## config.mk

```make
export PLATFORM = sky130hd
export DESIGN_NAME = stdcore_rfifo_lvl
export DESIGN_NICKNAME = d
export VERILOG_FILES = /design/src/rtl/stdcore_pkg.sv /design/src/rtl/stdcore_rfifo_ram.sv /design/src/rtl/stdcore_rfifo_lvl.sv
export SDC_FILE = /design/constraint.sdc
export NUM_CORES = 1
export LEC_CHECK = 0
export CELL_PAD_IN_SITES_DETAIL_PLACEMENT = 0
export CELL_PAD_IN_SITES_GLOBAL_PLACEMENT = 2
export CORE_MARGIN = 3
export CORE_UTILIZATION = 33
export CTS_CLUSTER_DIAMETER = 200
export DETAILED_ROUTE_END_ITERATION = 12
export MAX_ROUTING_LAYER = met4
export PLACE_DENSITY_LB_ADDON = 0.1
export SLEW_MARGIN = 25
export SYNTH_ARGS = -nofsm -noshare
export SYNTH_HDL_FRONTEND = slang
export SYNTH_SLANG_ARGS = --single-unit
```

## constraint.sdc

```tcl
create_clock -name clk -period 3.5 [get_ports clk]
set_clock_uncertainty 0.2 [all_clocks]
set_input_delay 0.7 -clock clk [delete_from_list [all_inputs] [get_ports clk]]
set_output_delay 0.7 -clock clk [all_outputs]
set_load 0.01 [all_outputs]
```

## src/rtl/stdcore_pkg.sv

```systemverilog
// Shared sizing and pointer helpers for the stdcore register-output FIFO family.
package stdcore_pkg;

   function automatic int cnt_w(input int depth);
      return $clog2(depth + 1);
   endfunction

   // A one-entry buffer still needs a one-bit pointer.
   function automatic int ptr_w(input int depth);
      return (depth - 1 <= 1) ? 1 : $clog2(depth - 1);
   endfunction

   // Advances a circular-buffer pointer over depth-1 slots, wrapping after slot depth-2.
   function automatic int unsigned ptr_inc(input int unsigned ptr, input int unsigned depth);
      return (ptr >= depth - 2) ? 0 : ptr + 1;
   endfunction

endpackage

```

## src/rtl/stdcore_rfifo_ram.sv

```systemverilog
// Circular-buffer storage behind the FIFO output register: one write port, async read, no reset.
module stdcore_rfifo_ram #(
   parameter int DW    = 1,
   parameter int DEPTH = 4,
   parameter int AW    = 1
)(
   input  logic          clk,
   input  logic          we,
   input  logic [AW-1:0] waddr,
   input  logic [DW-1:0] wdata,
   input  logic [AW-1:0] raddr,
   output logic [DW-1:0] rdata
);

   logic [DW-1:0] mem [0:DEPTH-2];

   always_ff @(posedge clk) begin
      if (we) mem[waddr] <= wdata;
   end

   assign rdata = mem[raddr];

endmodule

```

## src/rtl/stdcore_rfifo_lvl.sv

```systemverilog
// Val/rdy FIFO with a registered output stage, occupancy count and almost-full/empty flags.
module stdcore_rfifo_lvl
   import stdcore_pkg::*;
#(
   parameter int DW     = 1,
   parameter int DEPTH  = 4,
   parameter int AF_LVL = DEPTH - 1,
   parameter int AE_LVL = 1
)(
   input  logic                      clk,
   input  logic                      rst_n,
   input  logic                      flush,
   input  logic [DW-1:0]             p,
   input  logic                      p_val,
   output logic                      p_rdy,
   output logic [DW-1:0]             c,
   output logic                      c_val,
   input  logic                      c_rdy,
   output logic [cnt_w(DEPTH)-1:0]   count,
   output logic                      afull,
   output logic                      aempty
);

   localparam int CW = cnt_w(DEPTH);
   localparam int PW = ptr_w(DEPTH);
   localparam logic [CW-1:0] DEPTH_C = CW'(DEPTH);
   localparam logic [CW-1:0] AF_C    = CW'(AF_LVL);
   localparam logic [CW-1:0] AE_C    = CW'(AE_LVL);
   localparam logic [CW-1:0] ONE_C   = CW'(1);

   if (DEPTH < 2 || AF_LVL < 1 || AF_LVL > DEPTH || AE_LVL < 0 || AE_LVL > DEPTH - 1) begin : g_param_chk
      $error("stdcore_rfifo_lvl: illegal parameters DEPTH=%0d AF_LVL=%0d AE_LVL=%0d",
             DEPTH, AF_LVL, AE_LVL);
   end

   logic [PW-1:0] rptr, wptr;
   logic [DW-1:0] ram_rdata;
   logic          push, pop, buf_empty;
   logic          load_p, load_r, ram_we;

   assign p_rdy     = (count < DEPTH_C) & ~flush;
   assign push      = p_val & p_rdy;
   assign pop       = c_val & c_rdy;
   assign buf_empty = (count <= ONE_C);

   // Incoming word bypasses the buffer when the output register is (or is becoming) free
   // and nothing older is waiting behind it.
   assign load_p = push & (~c_val | (pop & buf_empty));
   assign load_r = pop & ~buf_empty;
   assign ram_we = push & ~load_p;

   stdcore_rfifo_ram #(
      .DW    (DW),
      .DEPTH (DEPTH),
      .AW    (PW)
   ) u_ram (
      .clk   (clk),
      .we    (ram_we),
      .waddr (wptr),
      .wdata (p),
      .raddr (rptr),
      .rdata (ram_rdata)
   );

   always_ff @(posedge clk) begin
      if (!rst_n) begin
         count <= '0;
         c_val <= 1'b0;
         c     <= '0;
         rptr  <= '0;
         wptr  <= '0;
      end else if (flush) begin
         count <= '0;
         c_val <= 1'b0;
         rptr  <= '0;
         wptr  <= '0;
      end else begin
         if (push && !pop)      count <= count + ONE_C;
         else if (pop && !push) count <= count - ONE_C;

         if (load_p) begin
            c     <= p;
            c_val <= 1'b1;
         end else if (load_r) begin
            c     <= ram_rdata;
            c_val <= 1'b1;
         end else if (pop) begin
            c_val <= 1'b0;
         end

         if (load_r) rptr <= PW'(ptr_inc(32'(rptr), DEPTH));
         if (ram_we) wptr <= PW'(ptr_inc(32'(wptr), DEPTH));
      end
   end

   assign afull  = (count >= AF_C);
   assign aempty = (count <= AE_C);

endmodule

```

Yosys cells after proc, flatten, opt, wreduce, memory -nomap -nowiden:

Memories as Yosys holds them, arrays and structs flattened. A register that Yosys moved wholly into a read port is not among the register bits.
Index checks and enable logic that the tools add are counted.

* equal/unequal tests: 0
* add/sub/neg operators: 4
* mux-type cells: 13
* multipliers: 0
* order comparisons: 5
* shifts and indexed selects: 0
* div/mod/pow operators: 0
* bitwise logic cells: 13
* reduce and logical (&&, ||, !) cells: 9

Operators by type and width (count)
* $mux 2: 4
* $and 1x1->1: 7
* $mux 1: 7
* $mux 3: 2
* $not 1->1: 5
* $add 2x1->2 const B: 2
* $ge 2x2->1 const B: 2
* $reduce_bool 2->1: 2
* $add 3x1->3 const B: 1
* $ge 3x2->1 const B: 1
* $le 3x1->1 const B: 1
* $lt 3x3->1 const B: 1
* $reduce_bool 3->1: 1
* $sub 3x1->3 const B: 1
* $logic_and 1x1->1: 2
* $logic_not 1->1: 2
* $reduce_and 2->1: 1
* $reduce_or 2->1: 1
* $or 1x1->1: 1

* bits in latches: 0
* memories kept: 1
* output and inout bits: 8
* logic and storage cells: 50
* RAM bits: 3
* ROM bits: 0
* flip-flop bits (word level): 9

Memory list
* u_ram.mem: depth 3, bits a word 1, read ports 1, clocked after Yosys merged registers in 1, wr ports 1, RTL line stdcore_rfifo_ram.sv:15 `logic [DW-1:0] mem [0:DEPTH-2];`

Longest topological paths before layout:

Gate-level depths: netlist of the first run.

* depth in word-level cells: 8
* gate-level depth with buffers: 7
* gate-level depth less buffers: 6

Cells and area by module:

Synthesis of the first run repeated with hierarchy kept, for this count alone.

* cells, all modules: 77
* area total of the unflattened synthesis: 694.4 µm²

By module, submodules not included
* stdcore_rfifo_lvl: times used 1, seq. area each 180.2 µm², area each 560.5 µm², cells each 68
* stdcore_rfifo_ram: times used 1, seq. area each 90.1 µm², area each 133.9 µm², cells each 9

Least setup slack after synthesis of the first run:

OpenSTA, ideal clock, no wires.

* path type: in2reg
* start: input port p_val
* end: memory u_ram.mem[0] (enable)
* required time: 3010 ps
* arrival: 1500 ps
* setup slack: 1510 ps
* cell stages on the path: 4
* path buffers: 0
* cells stage by stage: nor3b_4 -> o211ai_4 -> or3_4 -> inv_1

* cells in the longest elaborated chain, start to end: 6

Ends and longest elaborated chain
* from (decl): RTL line stdcore_rfifo_lvl.sv:14 `input logic p_val,`
* $and 1x1->1 *: RTL line stdcore_rfifo_lvl.sv:42 `assign push = p_val & p_rdy;`
* $and 1x1->1: RTL line stdcore_rfifo_lvl.sv:48 `assign load_p = push & (~c_val | (pop & buf_empty));`
* $not 1->1: RTL line stdcore_rfifo_lvl.sv:50 `assign ram_we = push & ~load_p;`
* $and 1x1->1 *: RTL line stdcore_rfifo_lvl.sv:50
* $mux 1 *: RTL line stdcore_rfifo_ram.sv:18 `if (we) mem[waddr] <= wdata;`
* $mux 1 (implied by the code) *: RTL line stdcore_rfifo_ram.sv:18
* to (decl): RTL line stdcore_rfifo_ram.sv:15

Every way passes the cells marked *; elsewhere a longest branch is shown, timed or not.

Worst setup path in the final report of the first run:

* start: input port flush
* end: output port p_rdy

* cells in the longest elaborated chain, start to end: 2

Ends and longest elaborated chain
* from (decl): RTL line stdcore_rfifo_lvl.sv:12 `input logic flush,`
* $not 1->1 (no source line)
* $and 1x1->1: RTL line stdcore_rfifo_lvl.sv:41 `assign p_rdy = (count < DEPTH_C) & ~flush;`
* to (decl): RTL line stdcore_rfifo_lvl.sv:15 `output logic p_rdy,`

No other way between the ends.

==> reports/results.ini, run 1 <==
[die]
die_w_um = 53.8
die_y_um = 53.8
fp-row-count = 16
start_util_pct = 36.5
coreArea_um2 = 2060
dieArea_um2 = 2890
io_pins = 14

[clock_network]
clock_latency_ns = 0.27
cts_sinks = 14
clk_pin_slew_worst_paths_ns = 0.08
cts_root_buffer = clkbuf_4
cts_resized = 0
ctsHoldBuffers = 0
numCtsBuffers = 3
htreeDepth = 1
clock_path_buffers = 2
cts_tree = built
post-cts-setup-buffers = 0

[min_path]
hp-start = rptr[0]
min_path_type = reg -> reg
min_to = rptr[0]
hold_depth = 2

[placed_design]
io_buffers = 13
dpl_worst_slack_ns = 0.750
gp_congestion = 0.682
dp.cells = 114
hpwl_um = 1070

[synth]
synth_edf_count = 3
ys_ff_latch = 14
synthTopCellsByArea = dfxtp_1 (29%), edfxtp_1 (12%), ha_1 (8.3%)
synth_top_cell_area_share_pct = 29.2
syn_area_um2 = 753
synth_warnings = 0
synth_largest_area_cell = dfxtp_1
avgSynthCellArea_um2 = 9.91
async_flop_share_pct = 0
syn_inst = 76
yosysSeqAreaShare_pct = 41.2
synth_fp_nets = 87
synth_cell_types = 34
synthFlopType = dfxtp_1

[drt]
routed_wirelength_um = 1410
vias_per_cell = 4.75
drtAntennaViolNets = 0
drt_iter0_markers = 11
vias = 560
top_layer = met3
firstDrtPassIters = 3
dr_wl_met2_um = 570
drc = 0
avgRoutedWirePerCell_um = 12.0
wl_met1_um = 759
met3RoutedLength_um = 83

[sta]
layout_setup_ws_ns = 0.741
tightestPinTransition_ns = 0.396
hold_viol = 0
fmax_mhz = 362
slew_viol_final = 0
period_needed_ns = 2.76
timing.setup.tns_ns = 0
max_slew_margin_pct = 73.5
setup-violations-final = 0
rsz0062_at_grt = no
fin_crit_sh_pct = 78.8

[global_route]
grt_pass1_wl_um = 2280
overflow = 0
grt.total_usage_pct = 11.4
antenna_found_initial = 0
first_global_vias = 510
grt_max_degree = 12

[cells_and_area]
drive_gt1_share_pct = 14.3
final-instance-count-excl-fill = 118
nets = 103
utilization_pct = 45.0
diodes = 0
areaGrowthSynthToFinish_pct = 23.3

[setup_path]
cp.required_ns = 2.60
arrival_ns = 1.86
critPathMaxFanout = 4
r2r_start = count[1]
critPathKind = in -> out
end_kind = primary output
start_kind = input pin
r2r-end = u_ram.mem[0]
r2r_cells = 6
r2r_slack_ns = 1.46

[power_and_ir_drop]
ir_worst_vdd_mv = 0.296
total_power_uw = 311
leakage_nw = 0.344
p_per_area_nw_per_um2 = 335

[job]
drv_cap = 0

[outcome]
outcome = completed

[cells in the mapped netlist (all sizes together), types with 3 or more instances]
library cell / instances
a21oi: 5
edfxtp: 3
nor2: 11
inv: 5
dfxtp: 11
o21ai: 4
ha: 5
nor3b: 3
nand2: 4
[power by group]
part	leakage [nW]	internal, mW	switching (mW)	total (mW)
clock	0.0154	0.0412	0.0477	0.0890
combinational	0.212	0.0272	0.0232	0.0505
sequential	0.116	0.167	0.00442	0.172
total	0.344	0.236	0.0754	0.311
[stage by stage]
stage               area [µm²]  hold WS [ns]
floorplan                  753         0.254
global placement           902         0.275
detailed placement         902         0.277
CTS                        928         0.297
global route               928         0.334
finish                     928         0.295
[layer usage]
metal	track usage (%)	vias up
met5	-	-
met4	1.28	0
met1	15.4	256
li1	-	293
met2	15.9	11
met3	4.99	0
[cell type report]
| type | instances | area, µm² |
|---|---|---|
| multi-input combinational | 55 | 409 |
| timing repair buffer | 13 | 130 |
| sequential | 14 | 310 |
| inverter | 5 | 18.8 |
| clock inverter | 1 | 3.75 |
| fill | 204 | 1130 |
| clock buffer | 3 | 22.5 |
| tap | 27 | 33.8 |
[kinds of logic after synthesis]
logic type / count (synthesis) / synth area share (%)
AND/OR/NAND/NOR: 29 / 23.4
AO/OA/AOI/OAI: 19 / 20.3
flip-flops: 14 / 41.2
buffers and inverters: 7 / 4.48
adder cells (fa/ha/maj): 5 / 8.31
XOR/XNOR: 2 / 2.33
[worst max path at each step]
stage               startpoint            to  slack [ns]  depth (start not counted)
floorplan                p_val  u_ram.mem[0]        1.51                          4
global placement         flush         p_rdy        0.75                          3
detailed placement       flush         p_rdy        0.75                          3
CTS                   count[1]        aempty        0.73                          5
global route          count[1]        aempty        0.65                          5
finish                   flush         p_rdy        0.74                          3
[cell usage in the layout, fill, tap and decap left out, drive strengths merged, types with 4 or more instances in the layout]
| cell | n |
|---|---|
| ha | 5 |
| dfxtp | 11 |
| clkdlybuf4s50 | 13 |
| a21oi | 5 |
| nand2 | 4 |
| nor2 | 11 |
| inv | 5 |
| o21ai | 4 |
[critical path, stage by stage]
cell and delay [ns]:
clkdlybuf4s50_1 0.50, nor2_1 0.12, clkdlybuf4s50_1 0.54
Note: power is estimated with default switching activity, not from simulation.
==> run 2, diff against run 1 <==
--- a/config.mk
+++ b/config.mk
@@ -8,7 +8,7 @@
 export CELL_PAD_IN_SITES_DETAIL_PLACEMENT = 0
 export CELL_PAD_IN_SITES_GLOBAL_PLACEMENT = 2
 export CORE_MARGIN = 3
-export CORE_UTILIZATION = 33
+export CORE_UTILIZATION = 31
 export CTS_CLUSTER_DIAMETER = 200
 export DETAILED_ROUTE_END_ITERATION = 12
 export MAX_ROUTING_LAYER = met4
==> constraint.sdc (replaced) <==
create_clock -name clk -period 2.7 [get_ports clk]
set_clock_uncertainty 0.2 [all_clocks]
set_input_delay 0.54 -clock clk [delete_from_list [all_inputs] [get_ports clk]]
set_output_delay 0.54 -clock clk [all_outputs]
set_load 0.01 [all_outputs]
==> reports/results.ini, run 2 (synthesized netlist as in run 1, its figures left out) <==
[clock_network]
clock_latency_ns = 0.28
clock_path_buffers = 2
numCtsBuffers = 3
cts_resized = 0
clk_pin_slew_worst_paths_ns = 0.07
cts_tree = built
cts_sinks = 14
cts_root_buffer = clkbuf_4
ctsHoldBuffers = 0
post-cts-setup-buffers = 0
htreeDepth = 1

[cells_and_area]
final_common_cell = clkdlybuf4s50_1
diodes = 0
drive_gt1_share_pct = 15.2
final_cell_mix = clkdlybuf4s50_1 (13), nor2_1 (11), dfxtp_1 (11)
utilization_pct = 41.6
areaGrowthSynthToFinish_pct = 24.4
nets = 104

[power_and_ir_drop]
leakage_nw = 0.349
switching_power_uw = 102
ir_worst_vdd_mv = 0.211
p_comb_share_pct = 16.5
clkPwrFrac_pct = 29.8
p_sw_share_pct = 24.8
p_int_uw = 310
p_per_area_nw_per_um2 = 440
total_power_uw = 412
pwr-share-seq_pct = 53.6

[setup_path]
cp.required_ns = 1.96
crit_chain = inv_1 -> ha_1 -> o21ba_2 -> nor2_1 -> clkdlybuf4s50_1
critical-path-slowest-cell = clkdlybuf4s50_1
critPathKind = reg -> out
worst_path_largest_cell_delay_ns = 0.47
crit_family = buffers and inverters
end_kind = primary output
arrival_ns = 1.83
critPathMaxFanout = 6
start_kind = flop
cp.buffers_inverters = 2

[sta]
slew_viol_final = 0
layout_setup_ws_ns = 0.132
tightestPinTransition_ns = 0.341
max_slew_margin_pct = 77.2
fin_crit_sh_pct = 95.1
period_needed_ns = 2.57
fmax_mhz = 389
timing.setup.tns_ns = 0
hold_viol = 0
setup-violations-final = 0
rsz0062_at_grt = no

[drt]
vias = 559
drc = 0
routed_wirelength_um = 1470
drtAntennaViolNets = 0
vias_per_cell = 4.66
avgRoutedWirePerCell_um = 12.2
firstDrtPassIters = 4
drt_iter0_markers = 9

[job]
drv_cap = 0

[global_route]
grt_pass1_wl_um = 2510
first_global_vias = 532
antenna_found_initial = 0
grt_max_degree = 11
grt.total_usage_pct = 10.7
overflow = 0

[die]
coreArea_um2 = 2250
fp-row-count = 17
io_pins = 14
dieArea_um2 = 3060
start_util_pct = 33.4
die_w_um = 55.3
die_y_um = 55.3

[outcome]
outcome = completed

[placed_design]
dpl_worst_slack_ns = 0.251
hpwl_um = 1160
io_buffers = 13
gp_congestion = 0.715

[min_path]
min_path_type = reg -> reg

## run 2: worst min-delay path, delay by kind of cell (launching register included)
kind	cells	cell delay (ns)
compound gates	1	0.07
flops	1	0.32
simple gates	1	0.05
## run 2: cell type report
type / count / area [µm²]
fillers: 248 / 1320
multi-input cells: 55 / 409
flip-flops and latches: 14 / 310
repair buffers: 14 / 138
well taps: 28 / 35.0
clock buffers: 4 / 26.3
inverters: 5 / 18.8
## run 2: path summary, 6_finish.rpt
path,start,endpoint,slack (ns),cells after the start
worst max register to register,count[1],u_ram.mem[0],0.67,6
worst min-delay path,rptr[0],flop,0.29,2
worst min register to register,rptr[0],flop,0.29,2
worst max-delay path,count[1],aempty,0.13,5
## run 2: per-layer routing
metal	track usage (%)	vias to the layer above	part of all wire (%)
met5	-	-	0
met4	2.08	0	0
met3	5.14	0	6.0
met2	14.7	12	44
met1	14.2	254	50
li1	-	293	-
## run 2: per-stage QoR
stage / instances / hold slack, ns / area [µm²]
after global routing: 120 / 0.333 / 937
after floorplan: 76 / 0.254 / 753
after CTS: 120 / 0.295 / 937
after global placement: 116 / 0.278 / 911
final: 120 / 0.287 / 937
after detailed placement: 116 / 0.283 / 911
## run 2: power by group through the flow
stage	Combinational (mW)	Sequential (mW)	Clock [mW]
2_1_floorplan	0.0384	0.227	0
3_3_place_gp	0.0692	0.226	0
3_5_place_dp	0.0688	0.226	0
4_1_cts	0.0693	0.221	0.129
5_1_grt	0.0751	0.222	0.140
6_report	0.0681	0.221	0.123
==> patch 1, RTL diff (flow settings as in run 2) <==
`DEPTH` is set to 4 in 2 places; all go to 16.
--- a/src/rtl/stdcore_rfifo_ram.sv
+++ b/src/rtl/stdcore_rfifo_ram.sv
@@ -3,3 +3,3 @@
    parameter int DW    = 1,
-   parameter int DEPTH = 4,
+   parameter int DEPTH = 16,
    parameter int AW    = 1
--- a/src/rtl/stdcore_rfifo_lvl.sv
+++ b/src/rtl/stdcore_rfifo_lvl.sv
@@ -5,3 +5,3 @@
    parameter int DW     = 1,
-   parameter int DEPTH  = 4,
+   parameter int DEPTH  = 16,
    parameter int AF_LVL = DEPTH - 1,
Ports: changed (resized count); port bits go from 14 to 16. The function was not compared with the original's and may differ.
==> patch 1 against run 2 <==
Die area grew 110%; first-iteration DRC count grew to 7.7 times the old value; critical path depth is the same; synthesized area grew 120%; worst hold slack gained 34 ps; global-route usage grew 1.0 points; via count grew 110%; worst setup slack gained 74 ps; final area grew 120%; utilization shrank 2.7 points; wire length grew 130%; sequential cell count grew 20; total power grew 150%; combinational power grew 31%; largest cell class is now flip-flops and latches.
==> patch 1: results (changes against run 2) <==
The flow ran to the end, and the final reports show no timing, DRC or antenna violations. The synthesized-area fraction occupied by adder cells was 8.12% (was 8.31%); the wire length after detailed routing was 3.31 mm (was 1.47 mm). Share of the yosys chip area belonging to registers: 49.0% (was 41.2%). Ranking of synthesized cells by area: edfxtp_1 27%, dfxtp_1 22%, ha_1 8.1% (was dfxtp_1 29%, edfxtp_1 12%, ha_1 8.3%). The global-route wire length before repair came out at 5.59 mm (was 2.51 mm). The logs give 5 (was 3) for the number of buffers inserted during clock tree synthesis and 0 (unchanged) for the number of warnings printed during yosys synthesis. The achievable clock frequency is 0.401 GHz (was 0.389 GHz). The area share of xor/xnor cells in the synthesized design is 2.58% (was 2.33%). The tools report the reg-to-reg endpoint as u_ram.mem[0] (unchanged). The compound-gate portion of the synthesized area was 12.4% (was 20.3%).

The tools report the leakage power figure as 0.756 nW (was 0.349 nW). The cell area after placement came out at 1920 sq um (was 911 sq um). The number of distinct library cells after synthesis was 38 (was 34); the number of design-rule violations left by the first detailed-router iteration was 69 (was 9).

The data arrival at the endpoint of the critical path was 1750 ps (was 1830 ps); the fraction of layout cells with a size suffix above 1 was 10.4% (was 15.2%). Weighted congestion reported at the end of routability-driven placement: 0.747 (was 0.715). The register-to-register setup slack is 370 ps (was 670 ps), and the initial antenna violation count is 0 (unchanged). The tools report the setup slack after placement as 57.8 ps (was 251 ps). The post-synth net total was 179 (was 87). The launch point of the critical path was count[1] (unchanged).

The critical-path maximum fanout works out to 8 (was 6). The logic depth of the worst register-to-register path works out to 7 (was 6). The flip-flop cell with the highest count after synthesis was dfxtp_1 (unchanged). Fraction of synthesis flops using an asynchronous set or reset pin: 0% (unchanged).

Master cell of the clock root buffer: clkbuf_8 (was clkbuf_4). The count of input and output buffers works out to 15 (was 13). Leading cell types by count after synthesis: 21 x nor2_1, 19 x dfxtp_1, 15 x edfxtp_1 (was 11 x dfxtp_1, 11 x nor2_1, 5 x ha_1, 5 x inv_1). The level count of the clock H-tree was 2 (was 1); the maximum vdd ir drop was 0.219 mV (was 0.211 mV). The worst min-delay path class was flop to flop (unchanged).

The post-route DRC violation count was 0 (unchanged); the number of flops mapped to enable cells by yosys was 15 (was 3). The maximum number of pins on one net before global-route repair is 17 (was 11), and the net count of the finished layout is 198 (was 104). The critical path capture point is aempty (unchanged). The via density per instance was 4.67 (was 4.66); the mux share of post-synthesis cell area was 6.43% (was 0%). The total iterations of the first detailed-routing run was 4 (unchanged). The tools report the number of buffers on the longest clock path as 2 (unchanged). The total routing usage reported by global routing came out at 11.7% (was 10.7%). The post-CTS clock slew at the launch and capture registers of the worst setup and hold paths is 70 ps (about the same). The half-perimeter wire length after placement is 2.51 mm (was 1.16 mm), and the actual transition at the worst max-transition pin is 464 ps (was 341 ps). The clock latency on the worst-skew pair came out at 280 ps (about the same). The via count of the first global-routing pass is 1169 (was 532), and the total inserted antenna cells is 0 (unchanged).
[patch 1: changes by cell type after synthesis, sizes merged, moves of 3 or more]
cell,change
nor3b,-3
o21ai,+3
dfxtp,+8
clkbuf,+3
mux2i,+6
ha,+6
nand2,+4
a21oi,+4
edfxtp,+12
nor2,+10
inv,+4
and2,+6
and3,+9
[patch 1: how the worst min path moves through the flow]
stage / startpoint / to / slack [ps] / cells after the start
after global routing: wptr[0] / wptr[0] / 360 / 2
after floorplan: rptr[3] / flop / 270 / 2
after detailed placement: wptr[0] / wptr[0] / 320 / 2
after global placement: rptr[3] / rptr[3] / 330 / 2
after CTS: wptr[0] / wptr[0] / 330 / 2
final: wptr[0] / wptr[0] / 320 / 2
[patch 1: repair_timing]
item	4_1_cts	5_1_grt
setup endpoints to repair	0	2
buffers inserted	0	0
resized for setup	0	4
[patch 1: power by group]
part / internal [W] / switching [W]
Combinational: 0.0000462 / 0.0000430
Clock: 0.000206 / 0.000180
Sequential: 0.000541 / 0.00000820
Total: 0.000793 / 0.000232
[patch 1: stage by stage]
stage                     total power [W]  hold slack (ps)  util (%)  cells
after floorplan                  0.000610              267         -    162
after global placement           0.000651              326      36.9    244
after detailed placement         0.000652              316      36.9    244
after CTS                         0.00104              327      38.7    252
after global routing              0.00107              359      38.8    252
final                             0.00102              321      38.8    252
[patch 1: metal layers]
| layer | share of wire, % | track usage, % | vias up |
|---|---|---|---|
| met5 | 0 | - | - |
| met4 | 0.57 | 2.53 | 0 |
| met3 | 2.9 | 4.06 | 2 |
| met2 | 48 | 18.0 | 17 |
| met1 | 49 | 14.7 | 547 |
| li1 | - | - | 612 |
[patch 1: kinds of logic after synthesis]
logic type / count (synthesis)
simple gates: 59
flops: 34
compound gates: 30
buf+inv: 15
fa+ha+maj: 11
mux: 8
xor+xnor: 5
[patch 1: final cells by class]
cell class | count | area (sq um)
Fill cell | 527 | 3180
Sequential cell | 34 | 836
Multi-Input combinational cell | 113 | 798
Timing Repair Buffer | 18 | 175
Tap cell | 70 | 87.6
Clock buffer | 7 | 86.3
Inverter | 9 | 33.8
Clock inverter | 1 | 5.00
[patch 1: worst max-delay path: stages (launching register included)]
cell             delay, ps
dfxtp_2                400
inv_1                   80
ha_1                   170
o21ba_2                300
nor2_1                  60
clkdlybuf4s50_1        470
==> patch 2, RTL diff (flow settings as in run 2) <==
Without the edit above. Put one more register stage on the output `count`, with the module's reset. The value now appears one clock later. The other outputs are not delayed to match. Comments in the files are not updated.
--- a/src/rtl/stdcore_rfifo_lvl.sv
+++ b/src/rtl/stdcore_rfifo_lvl.sv
@@ -30,2 +30,4 @@
 
+   logic [cnt_w(DEPTH)-1:0] count_s0;
+
    if (DEPTH < 2 || AF_LVL < 1 || AF_LVL > DEPTH || AE_LVL < 0 || AE_LVL > DEPTH - 1) begin : g_param_chk
@@ -40,6 +42,6 @@
 
-   assign p_rdy     = (count < DEPTH_C) & ~flush;
+   assign p_rdy     = (count_s0 < DEPTH_C) & ~flush;
    assign push      = p_val & p_rdy;
    assign pop       = c_val & c_rdy;
-   assign buf_empty = (count <= ONE_C);
+   assign buf_empty = (count_s0 <= ONE_C);
 
@@ -66,3 +68,3 @@
       if (!rst_n) begin
-         count <= '0;
+         count_s0 <= '0;
          c_val <= 1'b0;
@@ -72,3 +74,3 @@
       end else if (flush) begin
-         count <= '0;
+         count_s0 <= '0;
          c_val <= 1'b0;
@@ -77,4 +79,4 @@
       end else begin
-         if (push && !pop)      count <= count + ONE_C;
-         else if (pop && !push) count <= count - ONE_C;
+         if (push && !pop)      count_s0 <= count_s0 + ONE_C;
+         else if (pop && !push) count_s0 <= count_s0 - ONE_C;
 
@@ -95,4 +97,12 @@
 
-   assign afull  = (count >= AF_C);
-   assign aempty = (count <= AE_C);
+   assign afull  = (count_s0 >= AF_C);
+   assign aempty = (count_s0 <= AE_C);
+
+   always_ff @(posedge clk) begin
+      if (!rst_n) begin
+         count <= '0;
+      end else begin
+         count <= count_s0;
+      end
+   end
 
Behaviour: not the same (a bounded check fails within 4 cycles, from zero or initial values and one cycle with rst_n low).
==> patch 2 against run 2 <==
Via count is 9.1% higher; final area is 7.2% higher; worst setup slack better by 64 ps; total power rose by 13%; synthesized area up 8.6%; sequential power rose by 21%; sequential cell count rose by 3; wire length up 4.4%.
==> patch 2: results (changes against run 2) <==
Total routing usage reported by global routing: 10.7% (about the same). The tools report the launching point of the worst reg2reg path as count_s0[1] (was count[1]). Leading cell types by count after synthesis: 14 x dfxtp_1, 11 x nor2_1, 5 x ha_1, 5 x inv_1 (was 11 x dfxtp_1, 11 x nor2_1, 5 x ha_1, 5 x inv_1). The run gives 32 (was 34) as the number of distinct library cells after synthesis. The fraction of synthesis flops using an asynchronous set or reset pin was 0% (unchanged).

The run finished with clean final reports. The global-route wire length before repair is 2.68 mm (was 2.51 mm), and the maximum number of pins on one net before global-route repair is 12 (was 11). The vias after detailed routing came out at 610 (was 559). The placed instance count is 122 (was 116), and the weighted congestion reported at the end of routability-driven placement is 0.726 (was 0.715).

Setup slack after placement: 282 ps (was 251 ps). The maximum vdd ir drop came out at 0.307 mV (was 0.211 mV). The via density per instance was 4.84 (was 4.66). The slowest library cell on the worst path was clkdlybuf4s50_1 (unchanged). The tools report the number of design-rule violations left by the first detailed-router iteration as 19 (was 9).

The wire length after detailed routing was 1.53 mm (was 1.47 mm). The post-synth net total was 93 (was 87); the half-perimeter wire length after placement was 1.20 mm (was 1.16 mm). The run gives 45.3% (was 41.2%) as the share of the yosys chip area belonging to registers. The critical-path maximum fanout came out at 7 (was 6). The headroom to the max-slew limit was 76.5% (was 77.2%); the cell area after placement was 976 sq um (was 911 sq um).

The via count of the first global-routing pass is 578 (was 532). For the clock latency on the worst-skew pair, the log shows 290 ps. Launch point of the critical path: count_s0[0] (was count[1]). The number of instances in the synthesized netlist was 82 (was 76).

The net count of the finished layout was 110 (was 104). The post-CTS clock slew at the launch and capture registers of the worst setup and hold paths came out at 100 ps (was 70 ps). The number of flops mapped to enable cells by yosys is 3 (unchanged). The tools report the data arrival at the endpoint of the critical path as 1760 ps (was 1830 ps).

Ranking of synthesized cells by area: dfxtp_1 34%, edfxtp_1 11%, ha_1 7.6% (was dfxtp_1 29%, edfxtp_1 12%, ha_1 8.3%). The fraction of layout cells with a size suffix above 1 was 14.3% (was 15.2%). The leakage power figure is 0.389 nW (was 0.349 nW).

Startpoint of the most critical hold path: wptr[0] (was rptr[0]).
## patch 2: logic make-up (layout without fill, tap and decap cells)
| logic type | after synthesis | count (layout) | share of synthesized area [%] |
|---|---|---|---|
| fa+ha+maj | 5 | 5 | 7.65 |
| buf+inv | 7 | 23 | 4.13 |
| xor+xnor | 2 | 2 | 2.14 |
| simple gates | 32 | 32 | 22.9 |
| compound gates | 19 | 19 | 17.9 |
| flops | 17 | 17 | 45.3 |
## patch 2: worst register-to-register path, stage by stage (launching register included)
cell,delay [ps]
dfxtp_2,390
inv_1,80
ha_1,190
o21ba_1,270
o211ai_2,150
or3_4,360
inv_1,70
## patch 2: power by group
| part | total (W) | switching (W) | internal (W) |
|---|---|---|---|
| clock | 0.000133 | 0.0000758 | 0.0000573 |
| combinational | 0.0000634 | 0.0000286 | 0.0000347 |
| sequential | 0.000268 | 0.00000570 | 0.000262 |
## patch 2: layer usage
| layer | part of all wire (%) | global-route usage (%) | vias to the layer above |
|---|---|---|---|
| met2 | 45 | 15.5 | 15 |
| met1 | 49 | 14.1 | 279 |
| met5 | 0 | - | - |
| li1 | - | - | 314 |
| met4 | 0.91 | 1.99 | 0 |
| met3 | 5.4 | 4.52 | 2 |
## patch 2: worst paths after layout
kind	end	slack [ps]	cells after the start
setup / recovery	aempty	200	4
hold / removal	wptr[0]	300	2
setup reg to reg	u_ram.mem[0]	730	6
hold reg to reg	wptr[0]	300	2
## patch 2: cell type report
type,count,area (sq um)
clock buffers,4,26.3
fillers,246,1360
inverters,5,18.8
multi-input cells,58,414
flip-flops and latches,17,373
well taps,28,35.0
repair buffers,14,138
